[src/rtl/axi_wr_cmd_queue.sv]
// ---------------------------------------------------------------------------
// axi_wr_cmd_queue
//
// Queues single-beat AXI write commands {addr, data, strb} in a small FIFO
// and hands them one at a time to an AXI write master. A command is started
// with a one-cycle m_valid pulse. The next command is not popped until the
// master signals completion with a rising edge on m_done.
//
// Ports
//   ACLK       in   clock, rising edge
//   ARESET     in   asynchronous reset, active low
//   s_valid    in   producer offers a command
//   s_ready    out  queue not full
//   s_addr     in   [31:0] write byte address
//   s_data     in   [31:0] write data
//   s_strb     in   [3:0]  byte strobes
//   m_valid    out  one-cycle start pulse to the write master
//   m_addr     out  [31:0] command address, held until the next pop
//   m_data     out  [31:0] command data, held until the next pop
//   m_strb     out  [3:0]  command strobes, held until the next pop
//   m_done     in   master ready/completion level (rising edge = done)
//   count      out  number of queued entries
//   busy       out  a transaction is in flight (ISSUE or WAIT)
//   done_cnt   out  [15:0] completion counter, present only with
//                   AXI_WR_CMD_QUEUE_STATS_EN defined
//
// Build option: define AXI_WR_CMD_QUEUE_STATS_EN to add done_cnt.
// ---------------------------------------------------------------------------
module axi_wr_cmd_queue #(
    parameter int DEPTH = 4
) (
    input  logic                     ACLK,
    input  logic                     ARESET,
    input  logic                     s_valid,
    output logic                     s_ready,
    input  logic [31:0]              s_addr,
    input  logic [31:0]              s_data,
    input  logic [3:0]               s_strb,
    output logic                     m_valid,
    output logic [31:0]              m_addr,
    output logic [31:0]              m_data,
    output logic [3:0]               m_strb,
    input  logic                     m_done,
    output logic [$clog2(DEPTH):0]   count,
    output logic                     busy
`ifdef AXI_WR_CMD_QUEUE_STATS_EN
   ,output logic [15:0]              done_cnt
`endif
);

    localparam int AW = $clog2(DEPTH);
    localparam int CW = AW + 1;
    localparam logic [AW:0] FULL_C = CW'(DEPTH);

    typedef enum logic [1:0] {
        IDLE  = 2'd0,
        ISSUE = 2'd1,
        WAIT  = 2'd2
    } state_t;

    state_t          state;
    state_t          state_nxt;
    logic [AW-1:0]   head;
    logic [AW-1:0]   tail;
    logic [67:0]     mem [DEPTH];
    logic            m_done_p1;
    logic            done_rise;
    logic            push;
    logic            pop;

    assign s_ready   = (count != FULL_C);
    assign push      = s_valid && s_ready;
    // Completion is an edge, not a level: the master may hold m_done high.
    assign done_rise = m_done && !m_done_p1;

    // Storage carries data only, so it has no reset.
    always_ff @(posedge ACLK) begin
        if (push) begin
            mem[tail] <= {s_addr, s_data, s_strb};
        end
    end

    // Stage p0 -> p1: FIFO control, m_done history and the issued command.
    always_ff @(posedge ACLK or negedge ARESET) begin
        if (!ARESET) begin
            head      <= '0;
            tail      <= '0;
            count     <= '0;
            m_done_p1 <= 1'b0;
            m_addr    <= '0;
            m_data    <= '0;
            m_strb    <= '0;
        end else begin
            m_done_p1 <= m_done;
            if (push) begin
                tail <= tail + 1'b1;
            end
            if (pop) begin
                head <= head + 1'b1;
                {m_addr, m_data, m_strb} <= mem[head];
            end
            case ({push, pop})
                2'b10:   count <= count + 1'b1;
                2'b01:   count <= count - 1'b1;
                default: ;
            endcase
        end
    end

    // FSM: state register.
    always_ff @(posedge ACLK or negedge ARESET) begin
        if (!ARESET) begin
            state <= IDLE;
        end else begin
            state <= state_nxt;
        end
    end

    // FSM: next state.
    always_comb begin
        state_nxt = state;
        case (state)
            IDLE:    if (count != '0) state_nxt = ISSUE;
            ISSUE:   state_nxt = done_rise ? IDLE : WAIT;
            WAIT:    if (done_rise) state_nxt = IDLE;
            default: state_nxt = IDLE;
        endcase
    end

    // FSM: outputs. ISSUE lasts exactly one cycle, so m_valid is a single pulse.
    always_comb begin
        pop     = (state == IDLE) && (count != '0);
        m_valid = (state == ISSUE);
        busy    = (state != IDLE);
    end

`ifdef AXI_WR_CMD_QUEUE_STATS_EN
    // Edges seen in IDLE are not completions and are not counted.
    always_ff @(posedge ACLK or negedge ARESET) begin
        if (!ARESET) begin
            done_cnt <= '0;
        end else if (done_rise && (state != IDLE)) begin
            done_cnt <= done_cnt + 16'd1;
        end
    end
`endif

endmodule
[config.mk]
export PLATFORM = sky130hd
export DESIGN_NAME = axi_wr_cmd_queue
export DESIGN_NICKNAME = d
export VERILOG_FILES = /design/src/rtl/axi_wr_cmd_queue.sv
export SDC_FILE = /design/constraint.sdc
export NUM_CORES = 1
export LEC_CHECK = 0
export ABC_AREA = 1
export CORE_UTILIZATION = 45
export CTS_BUF_LIST = sky130_fd_sc_hd__clkbuf_4 sky130_fd_sc_hd__clkbuf_8 sky130_fd_sc_hd__clkbuf_16
export CTS_CLUSTER_SIZE = 30
export DETAILED_ROUTE_END_ITERATION = 12
export GPL_TIMING_DRIVEN = 1
export MAX_ROUTING_LAYER = met4
export PLACE_DENSITY = 0.77
export SKIP_CTS_REPAIR_TIMING = 1
export SLEW_MARGIN = 10
export SYNTH_ARGS = -nofsm -noshare
export SYNTH_HDL_FRONTEND = slang
export SYNTH_SLANG_ARGS = --single-unit
[constraint.sdc]
create_clock -name ACLK -period 6.6 [get_ports ACLK]
set_input_delay 0.66 -clock ACLK [delete_from_list [all_inputs] [get_ports ACLK]]
set_output_delay 0.66 -clock ACLK [all_outputs]
set_load 0.02 [all_outputs]
# Yosys cells after proc, flatten, opt, wreduce, memory -nomap -nowiden
# Memory sizes are Yosys's and may differ from the RTL's. A register that Yosys moved wholly into a read port is not among the register bits.
# Index checks and enable logic that the tools add are counted.
op_classes:
  addsub: 4
  eq_ne: 7
  n_mux: 7
  reduce_logical: 10
ops:
  columns: ["op", "n"]
  rows:
  - ["two-way mux 2 bit", 3]
  - ["one-hot mux 2 bit (3 select lines)", 1]
  - ["one-hot mux 3 bit (2 select lines)", 1]
  - ["adder 2 x 1 -> 2 bit, second input constant", 2]
  - ["== test 2 x 1 -> 1 bit, second input constant", 2]
  - ["== test 2 bit, second input constant", 2]
  - ["inequality test 2 bit, second input constant", 2]
  - ["nonzero test 2 bit", 2]
  - ["adder 3 x 1 -> 3 bit, second input constant", 1]
  - ["logical AND 1 bit", 3]
  - ["inequality test 3 bit, second input constant", 1]
  - ["nonzero test 3 bit", 1]
  - ["subtractor 3 x 1 -> 3 bit, second input constant", 1]
  - ["zero test 1 bit", 2]
  - ["zero test 2 bit", 1]
  - ["two-way mux 1 bit", 2]
  - ["AND reduction 2 bit", 1]
totals:
  regBits: 10
  ram_bits: 272
  inputBits: 72
  out_inout_bits: 74
  n_memories: 1
memory_table:
  columns: ["memory", "words", "word_bits", "rd", "rd_clocked_by_memory_dff", "write_ports", "line_no", "rtl"]
  rows:
  - ["mem", 4, 68, 1, 1, 1, "65", "logic [67:0] mem [DEPTH];"]

# Depth between registers and ports, before layout
logic_depth:
  ltp_word: 4
  depth_mapped: 12
  depth_no_buf: 11

# Least setup slack after synthesis
# No wires, ideal clock.
synth_path:
  path_type: "flip-flop to flip-flop"
  start: "reg count[0]"
  end: "mem mem[0][0] (enable)"
  arrival_ps: 3836
  path_slack_ps: 2269
  stages_incl_launch_ff: 5
  period_less_slack_ps: 4331
  cell_sequence: "dfrtp_1 -> nor2_1 -> nand2_1 -> nand2_1 -> nor2_1"
synth_between:
  elab_chain_cells: 4
synth_lines:
  columns: ["item", "line_no", "rtl"]
  rows:
  - ["from (decl)", "44", "output logic [$clog2(DEPTH):0] count,"]
  - ["from (signal assigned)", "103", "2'b10: count <= count + 1'b1;"]
  - ["from (signal assigned)", "104", "2'b01: count <= count - 1'b1;"]
  - ["inequality test 3 bit", "71", "assign s_ready = (count != FULL_C);"]
  - ["via s_ready", "35", "output logic s_ready,"]
  - ["logical AND 1 bit", "72", "assign push = s_valid && s_ready;"]
  - ["two-way mux 1 bit", "78", "if (push) begin"]
  - ["two-way mux 1 bit (not written as such)", "79", "mem[tail] <= {s_addr, s_data, s_strb};"]
  - ["to (decl)", "65", null]
# The timed path passes the listed nets, and every way through them passes these cells.

# Worst setup path after layout
layout_path:
  start: "in s_valid"
  end: "mem mem[2][59] (enable)"
layout_between:
  elab_chain_cells: 3
layout_lines:
  columns: ["item", "line_no", "rtl"]
  rows:
  - ["from (decl)", "34", "input logic s_valid,"]
  - ["logical AND 1 bit", "72", null]
  - ["two-way mux 1 bit", "78", null]
  - ["two-way mux 1 bit (not written as such)", "79", null]
# Every way passes these cells.

==> flow_summary.html <==
<table>
<tr><th>Metric</th><th>Value</th></tr>
<tr><th colspan="2">Cells and area</th></tr>
<tr><td>Net count of the finished layout</td><td>1625</td></tr>
<tr><td>Fraction of final layout cells sized beyond drive strength 1</td><td>4.96%</td></tr>
<tr><td>Final non-filler cell area</td><td>17400 sq um</td></tr>
<tr><td>Area growth from synthesis to layout</td><td>20.3%</td></tr>
<tr><td>Filler cells</td><td>2533</td></tr>
<tr><td>Multi-input logic area</td><td>2980 sq um</td></tr>
<tr><td>Combined flip-flop and latch cell area</td><td>10100 sq um</td></tr>
<tr><th colspan="2">Status</th></tr>
<tr><td>Outcome</td><td>complete, no violations</td></tr>
<tr><th colspan="2">Placed design</th></tr>
<tr><td>Placer's final routability congestion estimate</td><td>0.780</td></tr>
<tr><td>DP Wirelength</td><td>18.4 mm</td></tr>
<tr><td>Area post-placement</td><td>16200 sq um</td></tr>
<tr><td>Quantity of I/O buffers inserted on ports</td><td>145</td></tr>
<tr><td>Worst slack after detailed placement</td><td>3180 ps</td></tr>
<tr><th colspan="2">Detailed routing</th></tr>
<tr><td>Vias/cell</td><td>4.80</td></tr>
<tr><td>Total DRC errors in the routed layout</td><td>0</td></tr>
<tr><td>Drt pass-1 iters</td><td>5</td></tr>
<tr><td>Routed via count</td><td>9479</td></tr>
<tr><td>Total length of routed wires</td><td>30.6 mm</td></tr>
<tr><td>Number of design-rule violations left by the first detailed-router iteration</td><td>749</td></tr>
<tr><td>Post-detailed-route count of antenna-violating nets</td><td>0</td></tr>
<tr><td>Post-detailed-route wirelength per cell</td><td>15.5 microns</td></tr>
<tr><th colspan="2">Power and ir drop</th></tr>
<tr><td>Net load switching power</td><td>2.99 mW</td></tr>
<tr><td>Static leakage</td><td>8.01 nW</td></tr>
<tr><td>Worst supply voltage drop on vdd</td><td>351 uV</td></tr>
<tr><td>Fraction of power spent switching nets</td><td>36.4%</td></tr>
<tr><td>Int Power</td><td>5.21 mW</td></tr>
<tr><td>Sequential share of power</td><td>40.7%</td></tr>
<tr><td>Total power divided by cell area</td><td>471 nW/um^2</td></tr>
<tr><td>Part of the total power dissipated in combinational logic</td><td>34.8%</td></tr>
<tr><td>Clock network power share</td><td>24.5%</td></tr>
<tr><th colspan="2">Logic synthesis</th></tr>
<tr><td>Area share of the largest cell type after synthesis</td><td>56.4%</td></tr>
<tr><td>Number of cells produced by synthesis</td><td>1414</td></tr>
<tr><td>Most used flip-flop cell after synthesis</td><td>sky130_fd_sc_hd__edfxtp_1</td></tr>
<tr><td>Sequential fraction of the synthesis area</td><td>69.9%</td></tr>
<tr><td>Cell taking the most area after synthesis</td><td>sky130_fd_sc_hd__edfxtp_1</td></tr>
<tr><td>Seq cells post-synth</td><td>350</td></tr>
<tr><td>Library cell with the highest instance count after synthesis</td><td>sky130_fd_sc_hd__nand2_1</td></tr>
<tr><td>Number of warnings printed during yosys synthesis</td><td>0</td></tr>
<tr><td>Fraction of registers with async set/reset</td><td>22.3%</td></tr>
<tr><td>Post-synthesis area per instance</td><td>10.2 sq um</td></tr>
<tr><td>Synth area leaders</td><td>sky130_fd_sc_hd__edfxtp_1 56%, sky130_fd_sc_hd__nand2_1 14%, sky130_fd_sc_hd__dfrtp_1 13%</td></tr>
<tr><td>Net count after synthesis</td><td>1492</td></tr>
<tr><td>Distinct cells, synth</td><td>19</td></tr>
<tr><td>Post-synth EDFFs</td><td>272</td></tr>
<tr><td>Most frequent cells after synthesis</td><td>553 x sky130_fd_sc_hd__nand2_1, 289 x sky130_fd_sc_hd__inv_1, 272 x sky130_fd_sc_hd__edfxtp_1, 138 x sky130_fd_sc_hd__nand3_1, 78 x sky130_fd_sc_hd__dfrtp_1</td></tr>
<tr><td>Mapped Area</td><td>14500 sq um</td></tr>
<tr><th colspan="2">Timing</th></tr>
<tr><td>Hold Vio Cnt, Final</td><td>0</td></tr>
<tr><td>Minimum clock period</td><td>2840 ps</td></tr>
<tr><td>Total of endpoints with negative setup slack in the final report</td><td>0</td></tr>
<tr><td>Number of slew-limit violations in the final report</td><td>0</td></tr>
<tr><td>Worst path setup slack after routing</td><td>3760 ps</td></tr>
<tr><td>Max transition margin</td><td>28.4%</td></tr>
<tr><td>Period utilisation layout</td><td>43.1%</td></tr>
<tr><td>Max Clock Skew</td><td>22.7 ps</td></tr>
<tr><td>Transition time at the pin with the least slew margin</td><td>1070 ps</td></tr>
<tr><td>Setup repair after global routing missed its margin</td><td>no</td></tr>
<tr><td>Setup TNS after final layout</td><td>0 ps</td></tr>
<tr><td>Max Clock Freq</td><td>352 MHz</td></tr>
<tr><th colspan="2">Floorplanning</th></tr>
<tr><td>Overall die width</td><td>181 microns</td></tr>
<tr><td># rows</td><td>65</td></tr>
<tr><td>Total I/O pin count</td><td>146</td></tr>
<tr><td>Die Area</td><td>32900 sq um</td></tr>
<tr><td>Height of the die</td><td>181 microns</td></tr>
<tr><td>Effective utilization at floorplan</td><td>45.8%</td></tr>
<tr><td>Area of the placeable core</td><td>31600 sq um</td></tr>
<tr><th colspan="2">Worst setup path</th></tr>
<tr><td>Startpoint of the most critical setup path</td><td>s_valid</td></tr>
<tr><td>Crit path required time</td><td>6750 ps</td></tr>
<tr><td>Kind of critical path</td><td>in -&gt; reg</td></tr>
<tr><td>Crit-path slowest cell</td><td>sky130_fd_sc_hd__nor2_4</td></tr>
<tr><td>Highest net fanout along the worst path</td><td>35</td></tr>
<tr><td>Nature of the critical path endpoint</td><td>flop</td></tr>
<tr><td>Startpoint type of the worst setup path</td><td>input port</td></tr>
<tr><td>Worst reg2reg path startpoint</td><td>count[1]</td></tr>
<tr><td>WP data arrival</td><td>2990 ps</td></tr>
<tr><td>Largest stage delay, worst path</td><td>930 ps</td></tr>
<tr><td>Crit-path cells</td><td>clkdlybuf4s50_1 -&gt; nand2_1 -&gt; nor2_4 -&gt; buf_4</td></tr>
<tr><th colspan="2">CTS</th></tr>
<tr><td>CTS Buffer Depth</td><td>3</td></tr>
<tr><td># clock sinks</td><td>350</td></tr>
<tr><td>Number of H-tree branching levels</td><td>2</td></tr>
<tr><td>Number of clock buffers inserted by TritonCTS</td><td>36</td></tr>
<tr><td>TritonCTS clock tree</td><td>built</td></tr>
<tr><td>Clock slew at reported path FFs</td><td>60 ps</td></tr>
<tr><td>Cell at the root of the clock tree</td><td>sky130_fd_sc_hd__clkbuf_16</td></tr>
<tr><td>Latest clock arrival within the worst-skew pair</td><td>520 ps</td></tr>
<tr><th colspan="2">Worst hold path</th></tr>
<tr><td>Hold Crit Class</td><td>in -&gt; async</td></tr>
<tr><th colspan="2">Run</th></tr>
<tr><td>Max-cap viol count</td><td>0</td></tr>
<tr><th colspan="2">GRT</th></tr>
<tr><td>Pin count of the biggest net entering global routing</td><td>91</td></tr>
<tr><td>Total gr overflow</td><td>0</td></tr>
<tr><td>Gr usage total</td><td>19.4%</td></tr>
<tr><td>Wire length of the first global-routing pass</td><td>48.5 mm</td></tr>
<tr><td>Number of antenna violations at the first check in global routing</td><td>1</td></tr>
<tr><td>Vias in the first global route</td><td>9679</td></tr>
</table>
==> layout by cell type (no fill, tap or decap) <==
cell and n:
sky130_fd_sc_hd__inv_6 2, sky130_fd_sc_hd__inv_4 1, sky130_fd_sc_hd__xor2_1 3, sky130_fd_sc_hd__clkbuf_8 3, sky130_fd_sc_hd__dfrtp_1 76, sky130_fd_sc_hd__nand2_4 1, sky130_fd_sc_hd__inv_1 288, sky130_fd_sc_hd__clkdlybuf4s50_1 144
sky130_fd_sc_hd__clkinvlp_4 3, sky130_fd_sc_hd__xnor2_1 2, sky130_fd_sc_hd__bufinv_16 3, sky130_fd_sc_hd__clkbuf_4 6, sky130_fd_sc_hd__dfrtp_4 2, sky130_fd_sc_hd__ha_1 5, sky130_fd_sc_hd__fa_1 1, sky130_fd_sc_hd__edfxtp_1 272
sky130_fd_sc_hd__a21oi_1 1, sky130_fd_sc_hd__nor2_1 2, sky130_fd_sc_hd__inv_2 2, sky130_fd_sc_hd__nand2_1 553, sky130_fd_sc_hd__clkbuf_16 37, sky130_fd_sc_hd__nor2_4 4, sky130_fd_sc_hd__nor2_2 1, sky130_fd_sc_hd__clkinv_1 7
sky130_fd_sc_hd__clkinv_2 3, sky130_fd_sc_hd__diode_2 1, sky130_fd_sc_hd__o21ai_0 3, sky130_fd_sc_hd__buf_4 10, sky130_fd_sc_hd__nand3_1 138
==> layer usage <==
layer  GRT usage [%]  routed length (microns)
met1            22.3                    12400
met2            34.1                    15800
met3            3.29                     1530
met4            6.71                      822
met5               -                        0
==> flip-flops by register name, indices dropped and copies added, names as in the netlist <==
| name | count |
|---|---|
| m_strb | 4 |
| mem | 272 |
| count | 3 |
| m_addr | 32 |
| m_data | 32 |
| m_done_p1 | 1 |
| state | 2 |
| head | 2 |
| tail | 2 |
==> per-stage QoR <==
| stage | hold WS [ps] | total power [mW] | std cells | utilization, % |
|---|---|---|---|---|
| floorplan | 364 | 5.23 | 1414 | - |
| global placement | 465 | 6.16 | 1911 | 51.3 |
| detailed placement | 466 | 6.26 | 1911 | 51.3 |
| CTS | 159 | 8.29 | 1975 | 55.0 |
| global route | 183 | 8.72 | 1976 | 55.0 |
| finish | 144 | 8.20 | 1976 | 55.0 |
==> cell families (layout without fill, tap and decap cells) <==
group | after synthesis | count (layout) | synth area share (%)
AOI/OAI and AO/OA | 4 | 4 | 0.138
buffers and inverters | 350 | 509 | 9.69
other | 0 | 1 | 0
adders and majority gates | 6 | 6 | 0.570
xor gates and xnor gates | 5 | 5 | 0.303
and+or+nand+nor | 699 | 699 | 19.4
DFF | 350 | 350 | 69.9
==> power groups by stage <==
stage	Combinational (mW)	Sequential, mW	Clock [mW]
5_1_grt	3.19	3.40	2.13
3_5_place_dp	2.87	3.38	0
3_3_place_gp	2.79	3.36	0
2_1_floorplan	1.72	3.51	0
4_1_cts	2.90	3.34	2.05
6_report	2.85	3.34	2.01
==> critical path: cells and delay by family <==
family | cells | cell delay, ps
buf+inv | 2 | 1070
simple gates | 2 | 1230
==> final timing paths <==
path | to | slack (ps) | cells after the start
max in group asynchronous | head[0] | 5490 | 2
hold reg to reg | m_data[15] | 480 | 2
min in group ACLK | m_data[15] | 480 | 2
setup reg to reg | mem[2][59] | 3810 | 5
setup / recovery | mem[2][59] | 3760 | 4
hold / removal | m_addr[21] | 140 | 1
==> final cells by class <==
cell class	instances	area share (%)
multi-input cells	714	17.1
flip-flops and latches	350	58.2
inverters	291	6.29
clock buffers	46	5.81
well taps	402	2.89
diodes	1	0.0144
repair buffers	154	8.71
clock inverters	18	0.985
Note: power is estimated with default switching activity, not from simulation.
